**src/rtl/mux_4to1_if.sv**
```systemverilog
// Bundle of data, select, enable and result signals for the 4:1 steering mux.
// The master side drives data/select/enable; the slave (the mux) returns results.
interface mux_4to1_if #(
  parameter int WIDTH = 1
);
  logic             en;
  logic [WIDTH-1:0] i0;
  logic [WIDTH-1:0] i1;
  logic [WIDTH-1:0] i2;
  logic [WIDTH-1:0] i3;
  logic             s0;
  logic             s1;
  logic [WIDTH-1:0] y_comb;
  logic [WIDTH-1:0] y;
  logic [1:0]       sel_q;

  modport master (
    output en, i0, i1, i2, i3, s0, s1,
    input  y_comb, y, sel_q
  );

  modport slave (
    input  en, i0, i1, i2, i3, s0, s1,
    output y_comb, y, sel_q
  );
endinterface

```
**src/rtl/mux_4to1.sv**
```systemverilog
// Four-input data mux with a zero-latency output and an enabled, registered copy.
// Select index is {s0,s1} with s0 as the MSB; the registered select tracks y.
module mux_4to1 #(
  parameter int WIDTH = 1
) (
  input logic       clk,
  input logic       rst,
  mux_4to1_if.slave bus
);

  logic [1:0]       sel;
  logic [WIDTH-1:0] y_comb_d;
  logic [WIDTH-1:0] y_q;
  logic [1:0]       sel_q;

  assign sel = {bus.s0, bus.s1};

  always_comb begin
    // NOTE: every path assigns y_comb_d (default arm included), so no latch is inferred.
    // An X/Z select matches no explicit arm and drives zeros in simulation.
    case (sel)
      2'b00:   y_comb_d = bus.i0;
      2'b01:   y_comb_d = bus.i1;
      2'b10:   y_comb_d = bus.i2;
      2'b11:   y_comb_d = bus.i3;
      default: y_comb_d = '0;
    endcase
  end

  // Reset wins over enable; with en low both registers simply hold.
  always_ff @(posedge clk) begin
    // NOTE: non-blocking assignments so every register samples pre-edge values together.
    if (rst) begin
      y_q   <= '0;
      sel_q <= 2'b00;
    end else if (bus.en) begin
      y_q   <= y_comb_d;
      sel_q <= sel;
    end
  end

  assign bus.y_comb = y_comb_d;
  assign bus.y      = y_q;
  assign bus.sel_q  = sel_q;

endmodule

```
**src/flat_wrapper.sv**
```systemverilog
// flat-port wrapper written by rule: the top's interface ports become plain ports
module mux_4to1_flat 
#(
  parameter int WIDTH = 1
)
  (clk, rst, bus_en, bus_i0, bus_i1, bus_i2, bus_i3, bus_s0, bus_s1, bus_y_comb, bus_y, bus_sel_q);
  mux_4to1_if #(.WIDTH(WIDTH)) bus_i ();
  input logic clk;
  input logic rst;
  input wire logic [$bits(bus_i.en)-1:0] bus_en;
  input wire logic [$bits(bus_i.i0)-1:0] bus_i0;
  input wire logic [$bits(bus_i.i1)-1:0] bus_i1;
  input wire logic [$bits(bus_i.i2)-1:0] bus_i2;
  input wire logic [$bits(bus_i.i3)-1:0] bus_i3;
  input wire logic [$bits(bus_i.s0)-1:0] bus_s0;
  input wire logic [$bits(bus_i.s1)-1:0] bus_s1;
  output wire logic [$bits(bus_i.y_comb)-1:0] bus_y_comb;
  output wire logic [$bits(bus_i.y)-1:0] bus_y;
  output wire logic [$bits(bus_i.sel_q)-1:0] bus_sel_q;
  assign bus_i.en = bus_en;
  assign bus_i.i0 = bus_i0;
  assign bus_i.i1 = bus_i1;
  assign bus_i.i2 = bus_i2;
  assign bus_i.i3 = bus_i3;
  assign bus_i.s0 = bus_s0;
  assign bus_i.s1 = bus_s1;
  assign bus_y_comb = bus_i.y_comb;
  assign bus_y = bus_i.y;
  assign bus_sel_q = bus_i.sel_q;
  mux_4to1 #(.WIDTH(WIDTH)) u_core (.clk(clk), .rst(rst), .bus(bus_i));
endmodule
```
**config.mk**
```make
export PLATFORM = sky130hd
export DESIGN_NAME = mux_4to1_flat
export DESIGN_NICKNAME = d
export VERILOG_FILES = /design/src/rtl/mux_4to1_if.sv /design/src/rtl/mux_4to1.sv /design/src/flat_wrapper.sv
export SDC_FILE = /design/constraint.sdc
export NUM_CORES = 1
export LEC_CHECK = 0
export ABC_CLOCK_PERIOD_IN_PS = 1100
export CORE_AREA = 2 2 39 41
export DETAILED_ROUTE_END_ITERATION = 8
export DIE_AREA = 0 0 41 43
export PLACE_DENSITY = 0.39
export SLEW_MARGIN = 10
export SYNTH_ARGS = -nofsm -noshare
export SYNTH_HDL_FRONTEND = slang
export SYNTH_SLANG_ARGS = --single-unit
```
**constraint.sdc**
```tcl
create_clock -name clk -period 1.1 [get_ports clk]
set_input_delay 0.275 -clock clk [delete_from_list [all_inputs] [get_ports clk]]
set_output_delay 0.275 -clock clk [all_outputs]
set_load 0.02 [all_outputs]
```
After elaboration in Yosys (flattened, before gate mapping)
Cells that the tools add are included.
Word-level totals
  word-level logic and storage cells: 7
  output and inout bits: 4
  register bits: 3
Cells by class
  multiplexer cells: 1
  reductions and logical operators: 1
  eq/ne operators: 3
Operators with widths (count)
  $eq 2x2->1 const B: 2
  $pmux 1 s4: 1
  $eq 2x1->1 const B: 1
  $logic_not 2->1: 1

Depth between registers and ports, before layout
  depth after elaboration: 2
  depth in mapped cells: 2
  mapped depth without buffers: 2

Worst setup path before layout
OpenSTA, ideal clock, no wires.
  kind: input to output
  from: input port bus_s1
  to: output port bus_y_comb
  arrival: 766 ps
  path buffers: 0
  setup slack: 59 ps
  stages: 2
  path through: mux2i_1 > mux2i_1
On the way
  longest elaborated chain between the ends: 2
  elaborated cells on any way between the ends: 5
  those cells by class: eq/ne: 3; mux: 1; reduce/logical: 1
RTL lines
  start, declared: RTL line flat_wrapper.sv:16  | input wire logic [$bits(bus_i.s1)-1:0] bus_s1;
  $eq 2x2->1 (tied with other cells): RTL line mux_4to1.sv:21  | case (sel)
  $pmux 1 s4 (*): RTL line mux_4to1.sv:21
  end, declared: RTL line flat_wrapper.sv:17  | output wire logic [$bits(bus_i.y_comb)-1:0] bus_y_comb;
Every way passes the cells marked *; elsewhere a longest branch is shown, timed or not.

Final worst setup path
  from: input port bus_s1
  to: register u_core.y_q, in the netlist u_core.bus.y
On the way
  longest elaborated chain between the ends: 2
  elaborated cells on any way between the ends: 5
  those cells by class: eq/ne: 3; mux: 1; reduce/logical: 1
RTL lines
  $eq 2x2->1 (tied with other cells): RTL line mux_4to1.sv:21
  $pmux 1 s4 (*): RTL line mux_4to1.sv:21
  end signal, assigned: RTL line mux_4to1.sv:37  | y_q <= y_comb_d;
  end, declared: RTL line mux_4to1.sv:13  | logic [WIDTH-1:0] y_q;
Marked as above.
A chain may end at the register's enable or synchronous reset.

==> flow_metrics.tcl <==
set metrics [dict create \
    cts_tree "done" \
    h-tree-depth 1 \
    hold_violations 0 \
    dp_cells 49 \
    detail-route-antenna-nets 0 \
    route.met3.wl_microns 109 \
    gp_congestion 0.5980 \
    rows 14 \
    critPathRequiredTime_ps 1260 \
    initialDrtViolationCount 4 \
    via_count 229 \
    core_sq_um 1384 \
    leakage_nw 0.2086 \
    initial_utilization_pct 10.94 \
    hpwl_microns 409 \
    wl_per_cell_microns 9.883 \
    clk_pin_slew_ps 40 \
    min-delay-path-class "input pin to flop" \
    layout_common_cells "buf_4, buf_2, mux2i_1, clkbuf_4, dfxtp_1" \
    drc 0 \
    die-area_sq_um 1763 \
    relSlewSlack_pct 90.46 \
    finalClockSkew_ps 0 \
    rsz0062_at_grt "yes" \
    status "complete, but fails checks" \
    timing.fmax_mhz 878.3 \
    worst_pin_slew_ps 140.1 \
    routed_wl_microns 593 \
    top_layer_used "met3" \
    cpMaxStageDelayCell "mux2i_4" \
    antenna_found_initial 0 \
    crit_type "input pin to flop" \
    cellPowerDensity_nw_per_um2 1073 \
    clockBufferDepth 2 \
    syn_nets 23 \
    cp_common_cell "buf_4" \
    n_antenna_cell 0 \
    dp_slack_ps -888.1 \
    io_pins 13 \
    syn_area_per_cell_sq_um 10.81 \
    violations "setup timing" \
    peakVddDrop_mv 0.4014 \
    setup-violations-final 2 \
    final_layout_size_suffix_gt1_share_pct 70.45 \
    postLayoutCoreUtil_pct 30.74 \
    crit_arrival_ps 1300 \
    slowest_delay_ps 180 \
    layout_worst_path_cycle_share_pct 103.5 \
    yosysUniqueCellTypes 7 \
    slew_violations 0 \
    die_h_microns 43 \
    vias_per_cell 3.817 \
    hold_slack_ps 484.5 \
    syn2layout_area_growth_pct 181.0 \
    yosys_register_bits 3 \
    period_needed_ps 1139 \
    wl_met1_microns 220 \
    startpoint_type "input pin" \
    cap_violations 0 \
    syn_area_sq_um 151.4 \
    cts_root_buf "clkbuf_4" \
    critPathMaxFanout 3 \
    grt_pass1_vias 212 \
    final_common_cell "buf_4" \
    cts_made_buffers 3 \
    worstPathCellList "buf_12, mux2i_4, buf_4, buf_4, buf_4, buf_4, buf_4, o221ai_2" \
    synthCells 14 \
    clock_latency_ps 230 \
    fin_ws_ps -38.57 \
    seq_area_frac_synth_pct 39.67 \
    grtUsageTotal_pct 7.916 \
    cts.sinks 3 \
    grt.overflow.total 0 \
    grt_pass1_wl_microns 855 \
    grt_max_degree 5 \
    stdcell_count 60 \
    die_w_microns 41 \
    nets 54 \
    drt_first_pass_iters 2 \
    yosysWarningCount 0 \
    io_buffers 12 \
    dr_wl_met2_microns 263 \
    cp-end-kind "flop" \
]
report_power, final:
| group | switching (mW) | internal [mW] |
|---|---|---|
| sequential | 0.00284 | 0.117 |
| clock | 0.0563 | 0.136 |
| combinational | 0.0546 | 0.0901 |
state kept, by name (all words and copies together), names as in the netlist:
name and count:
u_core.bus.y 1, u_core.bus.sel_q 2
synthesized netlist by cell type:
library cell | count | share of area [%]
or3b_2 | 1 | 5.8
o221ai_1 | 1 | 5.8
nor2_1 | 2 | 5.0
or3b_1 | 1 | 5.8
nand3b_1 | 1 | 5.0
mux2i_1 | 5 | 33
dfxtp_1 | 3 | 40
through the flow:
step | TNS (ps) | power, mW | instance area [sq um]
2_1_floorplan | 0 | 0.1558 | 151.4
3_3_place_gp | -1838 | 0.2368 | 344.1
3_5_place_dp | -1863 | 0.2365 | 344.1
4_1_cts | 0 | 0.4474 | 384.1
5_1_grt | -116.3 | 0.4959 | 425.4
6_report | -60.60 | 0.4564 | 425.4
final timing paths:
path,startpoint,endpoint,slack [ps],cells after the start
worst min-delay path,rst,u_core.bus.sel_q[1],480,3
worst max register to register,u_core.bus.y,u_core.bus.y,200,2
worst min register to register,u_core.bus.sel_q[0],u_core.bus.sel_q[0],500,2
worst max-delay path,bus_s1,u_core.bus.y,-40,8
repair_timing:
action | 4_1_cts | 5_1_grt
pin swaps | 2 | 0
hold buffers | 0 | 0
setup endpoints to repair | 5 | 3
resized for setup | 40 | 7
setup buffers | 5 | 2
per-layer routing:
| metal | vias up | track usage, % |
|---|---|---|
| li1 | 113 | - |
| met1 | 103 | 7.348 |
| met2 | 13 | 10.63 |
| met3 | 0 | 6.806 |
| met4 | 0 | 6.000 |
| met5 | - | 0 |
cells by family after synthesis:
logic type       share of synthesized area [%]
AO/OA/AOI/OAI                            5.786
flip-flops                               39.67
AND/OR/NAND/NOR                          21.49
multiplexers                             33.06
final cells by class:
| class | count | area (sq um) |
|---|---|---|
| Timing Repair Buffer | 26 | 196.4 |
| Multi-Input combinational cell | 11 | 122.6 |
| Fill cell | 149 | 958.4 |
| Tap cell | 16 | 20.02 |
| Clock buffer | 4 | 26.28 |
| Sequential cell | 3 | 60.06 |
worst max-delay path, delay by kind of cell:
kind            cells  cell delay, ps
buf+inv             6             720
compound gates      1             130
mux                 1             180
No activity file was read; power rests on OpenSTA's default activity.
